## src/rtl/mul_datapath_if.sv

```systemverilog
// Control/status bundle between a shift-add controller and the multiply datapath.
interface mul_datapath_if #(
    parameter int unsigned W  = 16,
    parameter int unsigned PW = 32
);
    logic [W-1:0]  data_in;
    logic          LdA;
    logic          LdB;
    logic          LdP;
    logic          clrP;
    logic          decB;
    logic          eqz;
    logic [PW-1:0] product;
    logic          ovf;
    logic          err;

    // Controller side: drives operands and control levels, observes status.
    modport master (
        output data_in, LdA, LdB, LdP, clrP, decB,
        input  eqz, product, ovf, err
    );

    // Datapath side.
    modport slave (
        input  data_in, LdA, LdB, LdP, clrP, decB,
        output eqz, product, ovf, err
    );
endinterface

```

## src/rtl/mul_datapath.sv

```systemverilog
// Repeated-addition multiplier datapath: A/B operand registers, P accumulator,
// sticky overflow and illegal-control flags.
module mul_datapath #(
    parameter int unsigned W  = 16,
    parameter int unsigned PW = 32
) (
    input  logic          clk,
    input  logic          rst,
    mul_datapath_if.slave bus
);
    logic [W-1:0]  a_q, a_d;
    logic [W-1:0]  b_q, b_d;
    logic [PW-1:0] p_q, p_d;
    logic          ovf_q, ovf_d;
    logic          err_q, err_d;
    logic          b_nz;
    logic [PW:0]   sum;

    // Next-state: loads, gated decrement/accumulate, sticky flags.
    always_comb begin
        a_d   = a_q;
        b_d   = b_q;
        p_d   = p_q;
        ovf_d = ovf_q;
        err_d = err_q;
        b_nz  = (b_q != '0);
        sum   = {1'b0, p_q} + (PW + 1)'(a_q);

        if (bus.LdA) begin
            a_d = bus.data_in;
        end

        if (bus.LdB) begin
            b_d = bus.data_in;
        end else if (bus.decB && b_nz) begin
            b_d = b_q - W'(1);
        end

        // Accumulate is gated on the pre-edge B so the trailing LdP issued
        // while the controller samples eqz does not add an extra A.
        if (bus.clrP) begin
            p_d = '0;
        end else if (bus.LdP && b_nz) begin
            p_d = sum[PW-1:0];
            if (sum[PW]) begin
                ovf_d = 1'b1;
            end
        end

        if ((bus.LdB && bus.decB) || (bus.clrP && bus.LdP)) begin
            err_d = 1'b1;
        end
    end

    // State registers with synchronous reset.
    always_ff @(posedge clk) begin
        if (rst) begin
            a_q   <= '0;
            b_q   <= '0;
            p_q   <= '0;
            ovf_q <= 1'b0;
            err_q <= 1'b0;
        end else begin
            a_q   <= a_d;
            b_q   <= b_d;
            p_q   <= p_d;
            ovf_q <= ovf_d;
            err_q <= err_d;
        end
    end

    assign bus.eqz     = (b_q == '0);
    assign bus.product = p_q;
    assign bus.ovf     = ovf_q;
    assign bus.err     = err_q;
endmodule

```

## src/flat_wrapper.sv

```systemverilog
// flat-port wrapper written by rule: the top's interface ports become plain ports
module mul_datapath_flat 
#(
    parameter int unsigned W  = 16,
    parameter int unsigned PW = 32
)
  (clk, rst, bus_data_in, bus_LdA, bus_LdB, bus_LdP, bus_clrP, bus_decB, bus_eqz, bus_product, bus_ovf, bus_err);
  mul_datapath_if #(.W(W), .PW(PW)) bus_i ();
  input  logic clk;
  input  logic rst;
  input wire logic [$bits(bus_i.data_in)-1:0] bus_data_in;
  input wire logic [$bits(bus_i.LdA)-1:0] bus_LdA;
  input wire logic [$bits(bus_i.LdB)-1:0] bus_LdB;
  input wire logic [$bits(bus_i.LdP)-1:0] bus_LdP;
  input wire logic [$bits(bus_i.clrP)-1:0] bus_clrP;
  input wire logic [$bits(bus_i.decB)-1:0] bus_decB;
  output wire logic [$bits(bus_i.eqz)-1:0] bus_eqz;
  output wire logic [$bits(bus_i.product)-1:0] bus_product;
  output wire logic [$bits(bus_i.ovf)-1:0] bus_ovf;
  output wire logic [$bits(bus_i.err)-1:0] bus_err;
  assign bus_i.data_in = bus_data_in;
  assign bus_i.LdA = bus_LdA;
  assign bus_i.LdB = bus_LdB;
  assign bus_i.LdP = bus_LdP;
  assign bus_i.clrP = bus_clrP;
  assign bus_i.decB = bus_decB;
  assign bus_eqz = bus_i.eqz;
  assign bus_product = bus_i.product;
  assign bus_ovf = bus_i.ovf;
  assign bus_err = bus_i.err;
  mul_datapath #(.W(W), .PW(PW)) u_core (.clk(clk), .rst(rst), .bus(bus_i));
endmodule
```

## config.mk

```make
export PLATFORM = sky130hd
export DESIGN_NAME = mul_datapath_flat
export DESIGN_NICKNAME = d
export VERILOG_FILES = /design/src/rtl/mul_datapath_if.sv /design/src/rtl/mul_datapath.sv /design/src/flat_wrapper.sv
export SDC_FILE = /design/constraint.sdc
export NUM_CORES = 1
export LEC_CHECK = 0
export ABC_AREA = 1
export ABC_CLOCK_PERIOD_IN_PS = 2090
export CAP_MARGIN = 30
export CORE_ASPECT_RATIO = 1.2
export CORE_MARGIN = 3
export CORE_UTILIZATION = 35
export DETAILED_ROUTE_END_ITERATION = 10
export DONT_BUFFER_PORTS = 1
export PLACE_DENSITY = 0.59
export SLEW_MARGIN = 0
export SYNTH_ARGS = -nofsm -noshare
export SYNTH_HDL_FRONTEND = slang
export SYNTH_SLANG_ARGS = --single-unit
```

## constraint.sdc

```tcl
create_clock -name clk -period 2.09 [get_ports clk]
set_input_delay 0.3135 -clock clk [delete_from_list [all_inputs] [get_ports clk]]
set_output_delay 0.3135 -clock clk [all_outputs]
set_load 0.03 [all_outputs]
```

After elaboration in Yosys (flattened, before gate mapping). Cells that the tools add are included.

Register bits after elaboration: 66. Latch bits: 0. Memory bits (writable): 0. Bits in read-only memories: 0. Output and inout port bits: 35. Logic and storage cells: 20. Memories: 0.

$add $sub $neg: 2. Multipliers: 0. Div/mod/pow operators: 0. Order comparisons: 0. Equality and inequality tests: 0. Shift-type cells: 0. Mux-type cells: 2. Bitwise logic cells: 1. Reduce and logical (&&, ||, !) cells: 10.

Operators by type and width (count): $add 32x16->33 (1); $mux 16 (2); $logic_not 16->1 (1); $reduce_bool 16->1 (1); $sub 16x1->16 const B (1); $logic_and 1x1->1 (4); $reduce_and 3->1 (1); $reduce_bool 2->1 (1); $reduce_or 2->1 (1); $logic_or 1x1->1 (1); $not 1->1 (1).

Longest topological paths before layout. Gate-level depths: netlist of run 1.

Depth after elaboration: 4. Depth in mapped cells: 12. Gate-level depth less buffers: 12.

Least setup slack after synthesis of run 1. Ideal clock, no wire load.

Path kind: register to output. Start: register u_core.b_q[0]. End: output port bus_eqz. Arrival: 1621 ps. Path slack: 156 ps. Cell stages (with the launch flop): 5. Buffers on the path: 0. Cells stage by stage: dfxtp_1 > inv_1 > ha_1 > nand4_1 > nor4_1.

Cells in the longest elaborated chain, start to end: 1.

RTL lines: start: declaration (line mul_datapath.sv:12) `logic [W-1:0] b_q, b_d;`; start signal: assignment (line mul_datapath.sv:59) `b_q <= '0;`; start signal: assignment (line mul_datapath.sv:65) `b_q <= b_d;`; $logic_not 16->1 (line mul_datapath.sv:72) `assign bus.eqz = (b_q == '0);`; end: declaration (line flat_wrapper.sv:17) `output wire logic [$bits(bus_i.eqz)-1:0] bus_eqz;`.

No other way between the ends.

Worst setup path in the final report of run 1.
Start: register u_core.p_q[0] (netlist: u_core.bus.product[0]). End: register u_core.p_q[12] (netlist: u_core.bus.product[12]).

Cells in the longest elaborated chain, start to end: 1.

RTL lines: start: declaration (line mul_datapath.sv:13) `logic [PW-1:0] p_q, p_d;`; start signal: assignment (line mul_datapath.sv:66) `p_q <= p_d;`; $add 32x16->33 (line mul_datapath.sv:27) `sum = {1'b0, p_q} + (PW + 1)'(a_q);`.

No other way between the ends. A chain may end at the register's enable or synchronous reset.

==> results of run 1 <==
layout by cell type, fill, tap and decap left out, drive strengths merged:
master and count:
nand2 199, nor2 126, inv 86, dfxtp 66, nand3 57, o21ai 40
a21oi 39, buf 31, ha 18, clkbuf 12, xor2 10, nor3 8
xnor2 7, a31oi 7, nand4 6, a21o 3, clkinv 3, nor4 2
clkinvlp 2, o21bai 2, or2 1, and2 1, a211oi 1, o211ai 1
nor4b 1, fa 1, bufinv 1
layer usage:
layer	routed length, um	track usage	vias up	share of wire
li1	-	-	2273	-
met1	5450	0.222	1995	0.43
met2	6350	0.337	94	0.50
met3	652	0.0443	23	0.051
met5	0	0	-	0
met4	299	0.0691	0	0.023
sequential cells by signal, summed over array words and instances, names as in the netlist:
signal	count
u_core.b_q	16
u_core.bus.err	1
u_core.a_q	16
u_core.bus.product	32
u_core.bus.ovf	1
power groups by stage:
stage	Clock (mW)	Combinational, mW	Sequential, mW
6_report	1.58	0.580	1.38
5_1_grt	1.66	0.653	1.39
4_1_cts	1.61	0.581	1.38
3_5_place_dp	0	0.578	1.41
3_3_place_gp	0	0.567	1.41
2_1_floorplan	0	0.434	1.43
per-stage QoR:
step	instance area (um^2)	power, mW
after detailed placement	4710	1.99
after global routing	5020	3.70
after floorplan	4360	1.86
after global placement	4710	1.97
after CTS	5020	3.57
final	5020	3.54
critical path, stage by stage, from the launching register on:
cell and delay, ns:
dfxtp_1 0.31, ha_1 0.25, fa_1 0.45, nand2_1 0.10, nand3_1 0.09, nand2_1 0.11
o21bai_2 0.12, nand2_1 0.10, nand2_1 0.05, nand2_1 0.06, nand3_1 0.06, nand2_1 0.08
inv_1 0.04
final cells by class:
type	instances	area [um^2]	share of cell area
multi-input combinational	530	2620	0.522
timing repair buffer	31	233	0.0463
sequential	66	1320	0.263
tap	161	201	0.0401
clock inverter	4	50.0	0.00997
inverter	88	338	0.0673
clock buffer	12	256	0.0511
cells by family (layout without fill, tap and decap cells):
family                   Yosys count  after routing  share of synthesized area
AND/OR/NAND/NOR                  401            401                      0.395
buffers and inverters            102            135                     0.0975
AO/OA/AOI/OAI                     93             93                      0.115
flip-flops                        66             66                      0.303
adder cells (fa/ha/maj)           19             19                     0.0562
XOR/XNOR                          17             17                     0.0341
cell usage after synthesis (all sizes together):
| library cell | n |
|---|---|
| nand2 | 199 |
| nor2 | 126 |
| inv | 86 |
| dfxtp | 66 |
| nand3 | 57 |
| o21ai | 40 |
| a21oi | 39 |
| ha | 18 |
| xor2 | 10 |
| clkbuf | 8 |
| nor3 | 8 |
| a31oi | 7 |
| xnor2 | 7 |
| buf | 6 |
| nand4 | 6 |
| a21o | 3 |
| clkinv | 2 |
| nor4 | 2 |
| o21bai | 2 |
| a211oi | 1 |
| and2 | 1 |
| fa | 1 |
| nor4b | 1 |
| o211ai | 1 |
| or2 | 1 |
worst min path at each step:
stage,startpoint,to,slack (ns),depth (start not counted)
floorplan,rst,u_core.b_q[0]$_SDFFE_PP0P_,0.38,1
global placement,rst,u_core.bus.ovf$_SDFFE_PP0P_,0.39,1
detailed placement,rst,u_core.bus.ovf$_SDFFE_PP0P_,0.39,1
CTS,rst,u_core.b_q[14]$_SDFFE_PP0P_,0.04,1
global route,rst,u_core.bus.ovf$_SDFFE_PP0P_,0.04,1
finish,rst,u_core.bus.ovf$_SDFFE_PP0P_,0.05,1
==> results.sh, run 1 <==
export IMPL_status="finished clean"
export IMPL_antenna_found_initial=0
export IMPL_min_period_over_period=0.921
export IMPL_power_density_mw_per_mm2=705
export IMPL_ant_nets=0
export IMPL_power_share_combinational=0.164
export IMPL_clk_latency_ns=0.33
export IMPL_gp_congestion=0.889
export IMPL_postCtsResizedCells=0
export IMPL_nets=768
export IMPL_numPortBuffers=0
export IMPL_cts_buffer_depth=2
export IMPL_fp_coreArea_mm2=0.0122
export IMPL_final_util=0.413
export IMPL_ys_warn_count=0
export IMPL_period_needed_ns=1.92
export IMPL_worstPathRequired_ns=2.32
export IMPL_skew_ns=0.00762
export IMPL_holdWs_ns=0.0498
export IMPL_vias=4385
export IMPL_p_sw_frac=0.290
export IMPL_syn_cell_area_mm2=0.00436
export IMPL_tightestPinTransition_ns=0.576
export IMPL_synth_fp_nets=740
export IMPL_synth_seq_cells=66
export IMPL_crit_type="register to register"
export IMPL_fin_cells=892
export IMPL_fp_dieArea_mm2=0.0139
export IMPL_post_place_ws_ns=0.114
export IMPL_dr_pass1_iters=6
export IMPL_fill_cells=1287
export IMPL_path_clk_slew_ns=0.06
export IMPL_crit_end="u_core.bus.product[12]$_SDFFE_PP0N_"
export IMPL_setup_violations=0
export IMPL_clkPwrFrac=0.446
export IMPL_p_int_mw=2.51
export IMPL_grt_pass1_vias=4302
export IMPL_ys_seq_area_frac=0.303
export IMPL_grt_start_max_net_pins=47
export IMPL_synth_top_cell_area_share=0.303
export IMPL_r2r_start="u_core.bus.product[0]$_SDFFE_PP0N_"
export IMPL_areaGrowthSynthToFinish_pct=15.1
export IMPL_grt_pass1_wl_mm=20.9
export IMPL_cts_buffers=9
export IMPL_worstReg2RegEnd="u_core.bus.product[12]$_SDFFE_PP0N_"
export IMPL_rr_worst_depth=12
export IMPL_rsz0062_at_grt="no"
export IMPL_max_freq_ghz=0.520
export IMPL_startpoint_type="register"
export IMPL_netlist_top_cell_by_area="dfxtp_1"
export IMPL_crit_start="u_core.bus.product[0]$_SDFFE_PP0N_"
export IMPL_setup_slack_ns=0.165
export IMPL_num_io_pins=58
export IMPL_numClockSinks=66
export IMPL_die_w_um=108
export IMPL_crit_path_max_fanout=4
export IMPL_maxCapViolations=0
export IMPL_max_slew_margin=0.615
export IMPL_grt_use_total=0.190
export IMPL_hp_class="input port to register"
export IMPL_cts_htree_levels=3
export IMPL_seq_power_share=0.390
export IMPL_start_util=0.359
export IMPL_cp_data_arrival_time_ns=2.16
export IMPL_hpwl_mm=10.0
export IMPL_cts_tree="yes"
export IMPL_dp_cells=876
export IMPL_routed_wl_mm=12.7
export IMPL_irDropWorstVdd_v=0.000304
export IMPL_fp_dieH_um=128
export IMPL_ff2ff_setup_slack_ns=0.17
export IMPL_wl_per_cell_um=14.3
export IMPL_drtIter0Drc=251
export IMPL_avgSynthCellArea_um2=6.25
export IMPL_drc=0
export IMPL_diodes=0
export IMPL_clock_root_buffer="clkbuf_16"
export IMPL_synth_cell_types=40
export IMPL_synthTopCellsByArea="dfxtp_1, nand2_1, nor2_1"
export IMPL_gr_total_overflow=0
export IMPL_vias_per_cell=4.92
export IMPL_hold_viol=0
export IMPL_tns_ns=0
export IMPL_rows=44
export IMPL_postCtsSetupBuffers=0
export IMPL_synthCells=698
export IMPL_slew_violations=0
export IMPL_switchingPower_mw=1.03
export IMPL_drive_gt1_frac=0.0971
export IMPL_cp_end_kind="register"
export IMPL_hold_buffers=0
export IMPL_power_leakage_nw=2.36
(Power assumes the default switching activity.)
==> run 2: changes to the inputs <==
--- a/config.mk
+++ b/config.mk
@@ -8,12 +8,11 @@
 export ABC_AREA = 1
 export ABC_CLOCK_PERIOD_IN_PS = 2090
 export CAP_MARGIN = 30
-export CORE_ASPECT_RATIO = 1.2
 export CORE_MARGIN = 3
-export CORE_UTILIZATION = 35
+export CORE_UTILIZATION = 53
 export DETAILED_ROUTE_END_ITERATION = 10
 export DONT_BUFFER_PORTS = 1
-export PLACE_DENSITY = 0.59
+export PLACE_DENSITY = 0.78
 export SLEW_MARGIN = 0
 export SYNTH_ARGS = -nofsm -noshare
 export SYNTH_HDL_FRONTEND = slang
==> results.sh, run 2 (synthesis gave the netlist of run 1 again) <==
export IMPL_cp_end_kind="output pin"
export IMPL_post_place_ws_ns=0.136
export IMPL_power_mw=3.16
export IMPL_fp_dieArea_mm2=0.00936
export IMPL_skew_ns=0.0144
export IMPL_max_freq_ghz=0.509
export IMPL_numPortBuffers=0
export IMPL_final_cell_area_mm2=0.00488
export IMPL_final_cell_mix="nand2_1, nor2_1, inv_1"
export IMPL_crit_path_cell_trace="inv_1 -> ha_2 -> nand4_1 -> nor4_2 -> buf_4"
export IMPL_status="finished clean"
export IMPL_setup_slack_ns=0.125
export IMPL_multi_input_area_mm2=0.00263
export IMPL_layout_commonest_cell="nand2_1"
export IMPL_postCtsSetupBuffers=0
export IMPL_path_clk_slew_ns=0.08
export IMPL_seq_area_mm2=0.00132
export IMPL_numClockSinks=66
export IMPL_dpl_cell_area_mm2=0.00464
export IMPL_crit_type="register to output pin"
export IMPL_cts_buffers=9
export IMPL_setup_violations=0
export IMPL_largest_reg_flops=32
export IMPL_irDropWorstVdd_v=0.000369
export IMPL_hold_viol=0
export IMPL_nets=770
export IMPL_tns_ns=0
export IMPL_grt_pass1_wl_mm=20.1
export IMPL_cts_buffer_depth=2
export IMPL_dr_pass1_iters=7
export IMPL_fp_coreArea_mm2=0.00785
export IMPL_ant_nets=0
export IMPL_dp_cells=817
export IMPL_rsz0062_at_grt="no"
export IMPL_start_util=0.556
export IMPL_grt_pass1_vias=4199
export IMPL_cts_tree="yes"
export IMPL_drtIter0Drc=446
export IMPL_startpoint_type="register"
export IMPL_worstPathRequired_ns=1.78
export IMPL_fill_cells=763
export IMPL_critPathMaxStageDelay_ns=0.33
export IMPL_fp_dieH_um=96.7
export IMPL_power_density_mw_per_mm2=648
export IMPL_gr_total_overflow=0
export IMPL_hpwl_mm=9.36
export IMPL_tightestPinTransition_ns=0.530
export IMPL_max_slew_margin=0.646
export IMPL_antenna_found_initial=0
export IMPL_num_io_pins=58
export IMPL_cp_data_arrival_time_ns=1.65
export IMPL_grt_use_total=0.258
export IMPL_crit_buf_inv=2
export IMPL_clk_latency_ns=0.36
export IMPL_drc=0
export IMPL_period_needed_ns=1.96
export IMPL_grt_start_max_net_pins=47
export IMPL_wl_per_cell_um=14.7
export IMPL_diodes=0
export IMPL_gp_congestion=0.957
export IMPL_crit_family="simple AND/OR/NAND/NOR gates"
export IMPL_final_util=0.622
export IMPL_cts_htree_levels=3
export IMPL_hp_class="input port to register"
export IMPL_crit_slowest_cell="dfxtp_1"
export IMPL_fin_cells=835
export IMPL_holdWs_ns=0.0161
export IMPL_crit_path_max_fanout=5
export IMPL_vias_per_cell=5.42
export IMPL_drive_gt1_frac=0.101
export IMPL_power_leakage_nw=2.33
export IMPL_areaGrowthSynthToFinish_pct=11.8
export IMPL_vias=4527
export IMPL_slew_violations=0
export IMPL_maxCapViolations=0
export IMPL_clock_root_buffer="clkbuf_8"
export IMPL_die_w_um=96.7
export IMPL_rows=32
export IMPL_min_period_over_period=0.940
export IMPL_routed_wl_mm=12.3
[run 2: cell count changes in the layout (fill, tap and decap cells not counted), moves of 2 or more]
cell | before | now
inv_6 | 1 | 3
clkinvlp_4 | 2 | 0
clkbuf_8 | 2 | 10
dlygate4sd3_1 | 0 | 2
clkbuf_16 | 9 | 0
[run 2: final cells by class]
type                            count  area share
Inverter                           88      0.0692
Tap cell                          102      0.0261
Timing Repair Buffer               33      0.0518
Multi-Input combinational cell    530       0.539
Clock buffer                       10      0.0282
Sequential cell                    66       0.271
Clock inverter                      6      0.0149
[run 2: report_power, final]
part / internal (mW) / switching [mW] / total (mW)
Clock: 0.601 / 0.584 / 1.18
Combinational: 0.209 / 0.390 / 0.599
Sequential: 1.32 / 0.0601 / 1.38
Total: 2.13 / 1.03 / 3.16
[run 2: worst paths after layout]
kind | startpoint | end | slack, ns | cells after the start
min reg2reg | u_core.b_q[1]$_SDFFE_PP0P_ | u_core.b_q[1]$_SDFFE_PP0P_ | 0.49 | 2
max | u_core.b_q[0]$_SDFFE_PP0P_ | bus_eqz | 0.13 | 5
min | rst | u_core.b_q[9]$_SDFFE_PP0P_ | 0.02 | 1
max reg2reg | u_core.bus.product[0]$_SDFFE_PP0N_ | u_core.bus.product[24]$_SDFFE_PP0N_ | 0.14 | 10
[run 2: what timing repair did]
item,CTS,global route
hold buffers,0,2
setup endpoints to repair,0,5
resized for setup,0,4
endpoints found under the hold margin,0,4
[run 2: worst reg2reg max path: cells and delay by family, from the launching register on]
kind	cells	cell delay, ns
adder cells (fa/ha/maj)	2	0.65
AND/OR/NAND/NOR	6	0.56
flip-flops	1	0.32
AO/OA/AOI/OAI	2	0.31
[run 2: per-layer routing]
layer  wire [um]  part of all wire  vias to the layer above  track usage
met3        1220             0.099                       20       0.0815
met1        5440              0.44                     2025        0.354
li1            -                 -                     2284            -
met4         213             0.017                        0       0.0713
met5           0                 0                        -            0
met2        5380              0.44                      198        0.393
